`src/rtl/aes_inv_key_expansion_pkg.sv`:
```
// Shared AES-128 key-schedule definitions: round count, FSM states, S-box and Rcon lookups.
package aes_inv_key_expansion_pkg;

    localparam int unsigned NR = 10;

    typedef enum logic [0:0] {
        IDLE = 1'b0,
        RUN  = 1'b1
    } state_e;

    // Forward AES S-box, byte 0x00 in the most significant position.
    localparam logic [2047:0] SBOX_TABLE = {
        128'h637c777b_f26b6fc5_3001672b_fed7ab76,
        128'hca82c97d_fa5947f0_add4a2af_9ca472c0,
        128'hb7fd9326_363ff7cc_34a5e5f1_71d83115,
        128'h04c723c3_1896059a_071280e2_eb27b275,
        128'h09832c1a_1b6e5aa0_523bd6b3_29e32f84,
        128'h53d100ed_20fcb15b_6acbbe39_4a4c58cf,
        128'hd0efaafb_434d3385_45f9027f_503c9fa8,
        128'h51a3408f_929d38f5_bcb6da21_10fff3d2,
        128'hcd0c13ec_5f974417_c4a77e3d_645d1973,
        128'h60814fdc_222a9088_46eeb814_de5e0bdb,
        128'he0323a0a_4906245c_c2d3ac62_9195e479,
        128'he7c8376d_8dd54ea9_6c56f4ea_657aae08,
        128'hba78252e_1ca6b4c6_e8dd741f_4bbd8b8a,
        128'h703eb566_4803f60e_613557b9_86c11d9e,
        128'he1f89811_69d98e94_9b1e87e9_ce5528df,
        128'h8ca1890d_bfe64268_41992d0f_b054bb16
    };

    function automatic logic [7:0] sbox(input logic [7:0] b);
        return SBOX_TABLE[{~b, 3'b111} -: 8];
    endfunction

    function automatic logic [7:0] rcon(input logic [3:0] i);
        logic [7:0] rc;
        case (i)
            4'd1:    rc = 8'h01;
            4'd2:    rc = 8'h02;
            4'd3:    rc = 8'h04;
            4'd4:    rc = 8'h08;
            4'd5:    rc = 8'h10;
            4'd6:    rc = 8'h20;
            4'd7:    rc = 8'h40;
            4'd8:    rc = 8'h80;
            4'd9:    rc = 8'h1b;
            4'd10:   rc = 8'h36;
            default: rc = 8'h00;
        endcase
        return rc;
    endfunction

endpackage

```
`src/rtl/aes_inv_key_expansion_if.sv`:
```
// Load/stream handshake between the key schedule and the inverse cipher round loop.
interface aes_inv_key_expansion_if;

    logic         start;
    logic [127:0] key_in;
    logic         abort;
    logic         out_ready;
    logic         key_valid;
    logic [127:0] key_out;
    logic [3:0]   round_idx;
    logic         busy;
    logic         done;

    modport master (
        output start, key_in, abort, out_ready,
        input  key_valid, key_out, round_idx, busy, done
    );

    modport slave (
        input  start, key_in, abort, out_ready,
        output key_valid, key_out, round_idx, busy, done
    );

endinterface

```
`src/rtl/aes_inv_key_expansion_sub_word.sv`:
```
// 32-bit SubWord: four parallel S-box lookups, shared with the forward key schedule.
module aes_sub_word
    import aes_inv_key_expansion_pkg::*;
(
    input  logic [31:0] i_word,
    output logic [31:0] o_word
);

    assign o_word = {sbox(i_word[31:24]), sbox(i_word[23:16]),
                     sbox(i_word[15:8]),  sbox(i_word[7:0])};

endmodule

```
`src/rtl/aes_inv_key_expansion.sv`:
```
// Reverse AES-128 key schedule: loaded with K10, streams K10..K0 one key per accepted handshake.
module aes_inv_key_expansion
    import aes_inv_key_expansion_pkg::*;
(
    input  logic                     clk,
    input  logic                     rst_n,
    aes_inv_key_expansion_if.slave   bus
);

    state_e       r_state;
    state_e       w_next_state;
    logic         r_key_valid;
    logic         r_busy;
    logic         r_done;
    logic [127:0] r_key_out;
    logic [3:0]   r_round_idx;

    logic         w_xfer;
    logic         w_load;
    logic         w_advance;
    logic         w_done_d;
    logic [31:0]  w_w0, w_w1, w_w2, w_w3;
    logic [31:0]  w_v0, w_v1, w_v2, w_v3;
    logic [31:0]  w_sub;
    logic [127:0] w_prev_key;

    assign w_xfer = r_key_valid && bus.out_ready;

    // Undo one forward expansion step: K(i) -> K(i-1).
    assign {w_w0, w_w1, w_w2, w_w3} = r_key_out;
    assign w_v3 = w_w3 ^ w_w2;
    assign w_v2 = w_w2 ^ w_w1;
    assign w_v1 = w_w1 ^ w_w0;

    aes_sub_word u_sub_word (
        .i_word ({w_v3[23:0], w_v3[31:24]}),
        .o_word (w_sub)
    );

    assign w_v0       = w_w0 ^ w_sub ^ {rcon(r_round_idx), 24'h000000};
    assign w_prev_key = {w_v0, w_v1, w_v2, w_v3};

    // State register.
    always_ff @(posedge clk or negedge rst_n) begin
        if (!rst_n) begin
            r_state <= IDLE;
        end else begin
            r_state <= w_next_state;
        end
    end

    // Next-state logic; abort overrides both start and a pending transfer.
    always_comb begin
        w_next_state = r_state;
        if (bus.abort) begin
            w_next_state = IDLE;
        end else begin
            case (r_state)
                IDLE:    w_next_state = bus.start ? RUN : IDLE;
                RUN:     w_next_state = (w_xfer && (r_round_idx == 4'd0)) ? IDLE : RUN;
                default: w_next_state = IDLE;
            endcase
        end
    end

    // Per-state datapath controls.
    always_comb begin
        w_load    = 1'b0;
        w_advance = 1'b0;
        w_done_d  = 1'b0;
        if (bus.abort) begin
            w_load    = 1'b0;
            w_advance = 1'b0;
            w_done_d  = 1'b0;
        end else begin
            case (r_state)
                IDLE: w_load = bus.start;
                RUN: begin
                    w_advance = w_xfer && (r_round_idx != 4'd0);
                    w_done_d  = w_xfer && (r_round_idx == 4'd0);
                end
                default: w_load = 1'b0;
            endcase
        end
    end

    // Registered outputs and key/round registers; key register is untouched on abort.
    always_ff @(posedge clk or negedge rst_n) begin
        if (!rst_n) begin
            r_key_valid <= 1'b0;
            r_busy      <= 1'b0;
            r_done      <= 1'b0;
            r_key_out   <= 128'h0;
            r_round_idx <= 4'd0;
        end else begin
            r_key_valid <= (w_next_state == RUN);
            r_busy      <= (w_next_state == RUN);
            r_done      <= w_done_d;
            if (w_load) begin
                r_key_out   <= bus.key_in;
                r_round_idx <= 4'(NR);
            end else if (w_advance) begin
                r_key_out   <= w_prev_key;
                r_round_idx <= r_round_idx - 4'd1;
            end
        end
    end

    assign bus.key_valid = r_key_valid;
    assign bus.busy      = r_busy;
    assign bus.done      = r_done;
    assign bus.key_out   = r_key_out;
    assign bus.round_idx = r_round_idx;

endmodule

```
`src/flat_wrapper.sv`:
```
// flat-port wrapper written by rule: the top's interface ports become plain ports
module aes_inv_key_expansion_flat import aes_inv_key_expansion_pkg::*;
  (clk, rst_n, bus_start, bus_key_in, bus_abort, bus_out_ready, bus_key_valid, bus_key_out, bus_round_idx, bus_busy, bus_done);
  aes_inv_key_expansion_if bus_i ();
  input  logic clk;
  input  logic rst_n;
  input wire logic [$bits(bus_i.start)-1:0] bus_start;
  input wire logic [$bits(bus_i.key_in)-1:0] bus_key_in;
  input wire logic [$bits(bus_i.abort)-1:0] bus_abort;
  input wire logic [$bits(bus_i.out_ready)-1:0] bus_out_ready;
  output wire logic [$bits(bus_i.key_valid)-1:0] bus_key_valid;
  output wire logic [$bits(bus_i.key_out)-1:0] bus_key_out;
  output wire logic [$bits(bus_i.round_idx)-1:0] bus_round_idx;
  output wire logic [$bits(bus_i.busy)-1:0] bus_busy;
  output wire logic [$bits(bus_i.done)-1:0] bus_done;
  assign bus_i.start = bus_start;
  assign bus_i.key_in = bus_key_in;
  assign bus_i.abort = bus_abort;
  assign bus_i.out_ready = bus_out_ready;
  assign bus_key_valid = bus_i.key_valid;
  assign bus_key_out = bus_i.key_out;
  assign bus_round_idx = bus_i.round_idx;
  assign bus_busy = bus_i.busy;
  assign bus_done = bus_i.done;
  aes_inv_key_expansion u_core (.clk(clk), .rst_n(rst_n), .bus(bus_i));
endmodule
```
`config.mk`:
```
export PLATFORM = sky130hd
export DESIGN_NAME = aes_inv_key_expansion_flat
export DESIGN_NICKNAME = d
export VERILOG_FILES = /design/src/rtl/aes_inv_key_expansion_pkg.sv /design/src/rtl/aes_inv_key_expansion_if.sv /design/src/rtl/aes_inv_key_expansion_sub_word.sv /design/src/rtl/aes_inv_key_expansion.sv /design/src/flat_wrapper.sv
export SDC_FILE = /design/constraint.sdc
export NUM_CORES = 1
export LEC_CHECK = 0
export ABC_AREA = 1
export CAP_MARGIN = 10
export CELL_PAD_IN_SITES_DETAIL_PLACEMENT = 1
export CELL_PAD_IN_SITES_GLOBAL_PLACEMENT = 1
export CORE_MARGIN = 3
export CORE_UTILIZATION = 41
export DETAILED_ROUTE_END_ITERATION = 10
export HOLD_SLACK_MARGIN = 0.1
export PLACE_DENSITY = 0.95
export SLEW_MARGIN = 0
export SYNTH_ARGS = -nofsm -noshare
export SYNTH_HDL_FRONTEND = slang
export SYNTH_SLANG_ARGS = --single-unit
```
`constraint.sdc`:
```
create_clock -name clk -period 3.5 [get_ports clk]
set_clock_uncertainty 0.05 [all_clocks]
set_input_delay 0.7 -clock clk [delete_from_list [all_inputs] [get_ports clk]]
set_output_delay 0.7 -clock clk [all_outputs]
set_load 0.1 [all_outputs]
```
==> summary.txt, run 1 <==
Floorplanning
  • Core Region: 45500 um^2
  • Die area: 48700 um^2
  • Die width: 221 um
  • I/O pins: 268
  • # rows: 78
  • Initial Utilization: 41.6%
  • Die Height: 221 um

Yosys
  • Sequential area share after synthesis: 17.7%
  • Syn. warnings: 0
  • Cell variety after synth: 32
  • Post-Synthesis Cells: 3456
  • Synth Cell Area: 18900 um^2
  • Mapped Avg Cell Area: 5.47 um^2
  • Synth Net Count: 3647
  • Flops & latches, synth: 134

Drt
  • Post-route ant nets: 0
  • DR vias: 28100
  • Vias per cell: 6.66
  • DR iter-0 viols: 4518
  • Wire per inst: 25.7 um
  • Drt total wl: 108000 um
  • Remaining DRCs: 0
  • Detailed Routing Iterations Pass 1: 6

Clocking
  • Postcts setup bufs: 0
  • Post-CTS Hold Buffers: 0
  • Clock slew at reported path FFs: 0.07 ns
  • Cts repair resizes: 0
  • CTS H-tree depth: 4
  • Clock sink total: 134
  • CTS Buf Count: 17
  • Worst-skew pair later-pin latency: 0.48 ns
  • CTS tree: built
  • Clk root buf: clkbuf_16
  • Clock tree buffer depth: 2

Timing
  • Final hold slack: 0.142 ns
  • Final period demand of the worst path: 3.21 ns
  • RSZ-0062 raised after global routing: no
  • Final period util: 91.7%
  • Final setup violation count: 0
  • Hold Violations, Final: 0
  • Final worst slack: 0.290 ns
  • Fin Setup TNS: 0 ns
  • Fin. max-slew vios: 0
  • Rel. slew slack: 34.5%
  • Worst-margin pin slew: 0.980 ns
  • Max Clk Rate: 0.312 GHz

Worst setup path
  • Worst Path Max Fanout: 23
  • Critical path data arrival time: 3.53 ns
  • CP Launch Point: u_core.bus.key_out[2]$_DFFE_PN0P_
  • Startpoint types: flip-flop
  • Req. time, crit path: 3.82 ns
  • CP Class: reg2reg
  • Worst setup EP type: flip-flop
  • Worst r2r src: u_core.bus.key_out[2]$_DFFE_PN0P_

Run
  • Max-cap violations: 0

GRT
  • Pin count of the biggest net entering global routing: 199
  • First-pass GRT wire length: 165000 um
  • Met3 Track Usage GR: 12.6%
  • GRT Residual Overflow: 0
  • Grt met2 use: 66.4%
  • Grt met1 use: 52.2%
  • GRT Max-Usage Layer: met2
  • Total track usage: 43.3%
  • Vias in the first global route: 27900
  • Initial antenna violation count: 2

Placement
  • Routability cong.: 1.09
  • Place WS: 0.456 ns
  • DP Wirelength: 76700 um
  • I/O Buffers: 267
  • Placement Cell Area: 22000 um^2

Final layout
  • Final Cell Area: 22600 um^2
  • Final net count: 3794
  • Area growth, synth to finish: 19.6%
  • Register Area: 3350 um^2
  • Area of the multi-input gates: 14000 um^2
  • Layout cells sized above 1: 8.90%
  • FILL cells: 6488

Min path
  • Hold crit path type: in2async

Run status
  • Status: finished, final reports clean
path summary, 6_finish.rpt:
kind,end,slack (ns),depth (start not counted)
min in group clk,u_core.bus.key_out[110]$_DFFE_PN0P_,0.47,2
max in group asynchronous,u_core.bus.key_out[86]$_DFFE_PN0P_,2.41,2
max,u_core.bus.key_out[105]$_DFFE_PN0P_,0.29,16
min reg2reg,u_core.bus.key_out[110]$_DFFE_PN0P_,0.47,2
max reg2reg,u_core.bus.key_out[105]$_DFFE_PN0P_,0.29,16
min,u_core.bus.key_out[110]$_DFFE_PN0P_,0.14,1
synth_stat cells:
cell	n	area [um^2]
a21oi_1	86	430
a21oi_2	1	8.76
a22oi_1	26	195
a31oi_1	4	25.0
a32oi_1	8	70.1
buf_1	19	71.3
buf_2	70	350
buf_4	4	30.0
clkbuf_1	144	541
clkinv_1	3	11.3
dfrtp_1	134	3350
ha_1	58	726
inv_1	168	631
inv_2	8	30.0
nand2_1	1141	4280
nand2_2	15	93.8
nand3_1	1145	5730
nand3b_1	8	60.1
nand4_1	36	225
nor2_1	178	668
nor2_2	1	6.26
nor2_4	1	11.3
o211ai_1	47	353
o21a_1	1	7.51
o21ai_0	94	470
o221a_2	9	101
o221ai_1	16	140
or2_2	6	37.5
xnor2_1	12	105
xnor2_2	2	32.5
xor2_1	10	87.6
xor2_2	1	16.3
cell usage in the layout (no fill, tap or decap), drive strengths merged, types with 9 or more instances in the layout:
cell and instances:
o221a 9, dfrtp 134, clkbuf 21, inv 177, nand4 36, xor2 11, o21ai 94, nand3 1145
a22oi 26, nand2 1156, nor2 180, clkdlybuf4s50 133, o211ai 47, ha 58, o221ai 16, xnor2 14
buf 232, a21oi 87
cell families (layout without fill, tap and decap cells):
logic type | count (synthesis) | in the layout | share of synthesized area (%)
AO/OA/AOI/OAI | 292 | 292 | 9.53
XOR/XNOR | 25 | 25 | 1.28
adder cells (fa/ha/maj) | 58 | 58 | 3.84
buffers and inverters | 416 | 576 | 8.80
flip-flops | 134 | 134 | 17.7
other | 0 | 1 | 0
AND/OR/NAND/NOR | 2531 | 2531 | 58.8
registers in the layout, summed over array words and instances, names as in the netlist:
register and cells:
u_core.r_state 1, u_core.bus.key_out 128, u_core.bus.done 1, u_core.bus.round_idx 4
cell type report:
cell class	instances	share of cell area, %
antenna	1	0.0111
clock buffer	21	2.08
clock inverter	11	0.548
inverter	179	2.99
multi-input combinational	2906	61.9
sequential	134	14.8
tap	600	3.32
timing repair buffer	365	14.3
stage by stage:
step | std cells | util [%]
detailed placement | 4184 | 48.4
finish | 4217 | 49.7
global placement | 4184 | 48.4
floorplan | 3456 | -
global route | 4216 | 49.7
CTS | 4216 | 49.7
metal layers:
layer	vias to the layer above	routed length [um]	share of wire (%)
met5	-	25	0.023
met4	4	8580	7.9
met3	597	13700	13
met2	2227	47000	43
met1	13300	39000	36
li1	12000	-	-
worst max-delay path: stages, from the launching register on:
cell and delay [ns]:
dfrtp_1 0.45, inv_1 0.14, nand2_1 0.09, nand2_1 0.45, ha_1 0.46, o21ai_0 0.48
nand3_1 0.30, nand2_1 0.12, inv_1 0.04, nand2_1 0.06, nand2_1 0.05, nand2_1 0.07
nand2_1 0.06, nand2_1 0.07, nand3_1 0.07, nand2_1 0.09, nand2_1 0.05
Power of run 1 is not shown: default switching activity piles up to over one toggle a cycle in this logic, so the estimate is an artifact.
==> run 2: changes to the inputs <==
--- a/config.mk
+++ b/config.mk
@@ -10,10 +10,10 @@
 export CELL_PAD_IN_SITES_DETAIL_PLACEMENT = 1
 export CELL_PAD_IN_SITES_GLOBAL_PLACEMENT = 1
 export CORE_MARGIN = 3
-export CORE_UTILIZATION = 41
+export CORE_UTILIZATION = 38
 export DETAILED_ROUTE_END_ITERATION = 10
 export HOLD_SLACK_MARGIN = 0.1
-export PLACE_DENSITY = 0.95
+export PLACE_DENSITY = 0.94
 export SLEW_MARGIN = 0
 export SYNTH_ARGS = -nofsm -noshare
 export SYNTH_HDL_FRONTEND = slang
==> constraint.sdc (replaced) <==
create_clock -name clk -period 3.6 [get_ports clk]
set_clock_uncertainty 0.05 [all_clocks]
set_input_delay 0.72 -clock clk [delete_from_list [all_inputs] [get_ports clk]]
set_output_delay 0.72 -clock clk [all_outputs]
set_load 0.1 [all_outputs]
==> summary.txt, run 2 (synthesis gave the netlist of run 1 again) <==
Run status
  • Status: finished, final reports clean (unchanged)

Clocking
  • CTS Buf Count: 17 (unchanged)
  • CTS tree: built (unchanged)
  • Cts repair resizes: 0 (unchanged)
  • Post-CTS Hold Buffers: 0 (unchanged)
  • CTS H-tree depth: 4 (unchanged)
  • Worst-skew pair later-pin latency: 0.50 ns (was 0.48 ns)
  • Postcts setup bufs: 0 (unchanged)
  • Clk root buf: clkbuf_16 (unchanged)
  • Clock tree buffer depth: 2 (unchanged)
  • Clock slew at reported path FFs: 0.07 ns (about the same)
  • Clock sink total: 134 (unchanged)

GRT
  • Initial antenna violation count: 5 (was 2)
  • GRT Residual Overflow: 0 (unchanged)
  • Grt met2 use: 61.2% (was 66.4%)
  • Total track usage: 39.7% (was 43.3%)
  • Pin count of the biggest net entering global routing: 100 (was 199)
  • First-pass GRT wire length: 164000 um (was 165000 um)
  • Met3 Track Usage GR: 11.0% (was 12.6%)
  • Vias in the first global route: 27400 (was 27900)
  • Grt met1 use: 48.5% (was 52.2%)
  • GRT Max-Usage Layer: met2 (unchanged)

Timing
  • Fin. max-slew vios: 0 (unchanged)
  • Worst-margin pin slew: 1.04 ns (was 0.980 ns)
  • Final period util: 89.4% (was 91.7%)
  • RSZ-0062 raised after global routing: no (unchanged)
  • Final period demand of the worst path: 3.22 ns (was 3.21 ns)
  • Final setup violation count: 0 (unchanged)
  • Fin Setup TNS: 0 ns (unchanged)
  • Hold Violations, Final: 0 (unchanged)
  • Rel. slew slack: 30.4% (was 34.5%)
  • Max Clk Rate: 0.311 GHz (was 0.312 GHz)

Placement
  • I/O Buffers: 267 (unchanged)
  • DP Wirelength: 77400 um (was 76700 um)
  • Dpl cells: 4246 (was 4184)
  • Routability cong.: 1.05 (was 1.09)

Worst setup path
  • Worst setup EP type: flip-flop (unchanged)
  • Req. time, crit path: 3.92 ns (was 3.82 ns)
  • CP Class: reg2reg (unchanged)
  • Worst Path Max Fanout: 27 (was 23)
  • Critical path data arrival time: 3.54 ns (was 3.53 ns)
  • Startpoint types: flip-flop (unchanged)

Final layout
  • Commonest non-fill, non-tap cell in the layout: nand3_1 (unchanged)
  • Area growth, synth to finish: 20.4% (was 19.6%)
  • Layout cells sized above 1: 8.14% (was 8.90%)
  • Final core occ: 46.4% (was 49.7%)
  • Layout Cells excl Fill: 4279 (was 4217)
  • Most frequent cells in the layout: 1145 x nand3_1, 1133 x nand2_1, 186 x buf_4 (was 1145 x nand3_1, 1133 x nand2_1, 218 x buf_4)
  • Max reg flops: 128 (unchanged)
  • Final net count: 3792 (was 3794)

Drt
  • Remaining DRCs: 0 (unchanged)
  • Detailed Routing Iterations Pass 1: 6 (unchanged)
  • Vias per cell: 6.49 (was 6.66)
  • DR iter-0 viols: 4254 (was 4518)
  • Post-route ant nets: 0 (unchanged)
  • DR vias: 27800 (was 28100)
  • Drt total wl: 108000 um (about the same)
  • Wire per inst: 25.2 um (was 25.7 um)

Floorplanning
  • Die area: 52500 um^2 (was 48700 um^2)
  • Initial Utilization: 38.5% (was 41.6%)
  • Core Region: 49100 um^2 (was 45500 um^2)
  • I/O pins: 268 (unchanged)
  • # rows: 81 (was 78)
  • Die width: 229 um (was 221 um)
  • Die Height: 229 um (was 221 um)

Run
  • Max-cap violations: 0 (unchanged)

Min path
  • Hold crit path type: in2async (unchanged)
==> run 2: final cells by class <==
| cell class | count | area, um^2 |
|---|---|---|
| Tap cell | 664 | 831 |
| Clock buffer | 17 | 425 |
| Multi-Input combinational cell | 2906 | 14000 |
| Inverter | 179 | 674 |
| Antenna cell | 1 | 2.50 |
| Timing Repair Buffer | 363 | 3330 |
| Sequential cell | 134 | 3350 |
| Clock inverter | 15 | 141 |
| Fill cell | 6924 | 26300 |
==> run 2: final timing paths <==
check	from	to	slack, ns	cells after the start
min in group clk	u_core.bus.key_out[110]$_DFFE_PN0P_	u_core.bus.key_out[110]$_DFFE_PN0P_	0.50	2
max in group asynchronous	rst_n	u_core.bus.key_out[51]$_DFFE_PN0P_	2.44	2
worst max register to register	u_core.bus.key_out[50]$_DFFE_PN0P_	u_core.bus.key_out[123]$_DFFE_PN0P_	0.38	14
worst min-delay path	rst_n	u_core.bus.key_out[0]$_DFFE_PN0P_	0.22	1
worst max-delay path	u_core.bus.key_out[50]$_DFFE_PN0P_	u_core.bus.key_out[123]$_DFFE_PN0P_	0.38	14
worst min register to register	u_core.bus.key_out[110]$_DFFE_PN0P_	u_core.bus.key_out[110]$_DFFE_PN0P_	0.50	2
==> run 2: layer usage <==
metal	vias up	routed length [um]
met5	-	30
met4	6	8290
met3	540	12900
met2	2111	46700
met1	13100	40200
li1	12000	-
==> run 2: metrics by stage <==
step                      hold slack, ns  setup WS [ns]  instance area [um^2]
after floorplan                    0.374          0.504                 18900
after global placement             0.467          0.711                 22200
after detailed placement           0.471          0.557                 22200
after CTS                          0.240          0.522                 22700
after global routing               0.261          0.203                 22800
final                              0.220          0.380                 22800
==> run 2: worst max-delay path, cell delays in order, from the launching register on <==
cell and delay (ns):
dfrtp_1 0.44, inv_1 0.12, nand2_1 0.12, nand2_2 0.49
nand2_1 0.60, nand3_1 0.29, a21oi_1 0.10, nand2_1 0.14
nand3_1 0.08, nand3_1 0.17, nand2_1 0.08, nand2_1 0.08
nand3_1 0.09, nand2_1 0.11, nand2_1 0.10
Power of run 2 is left out for the same reason.
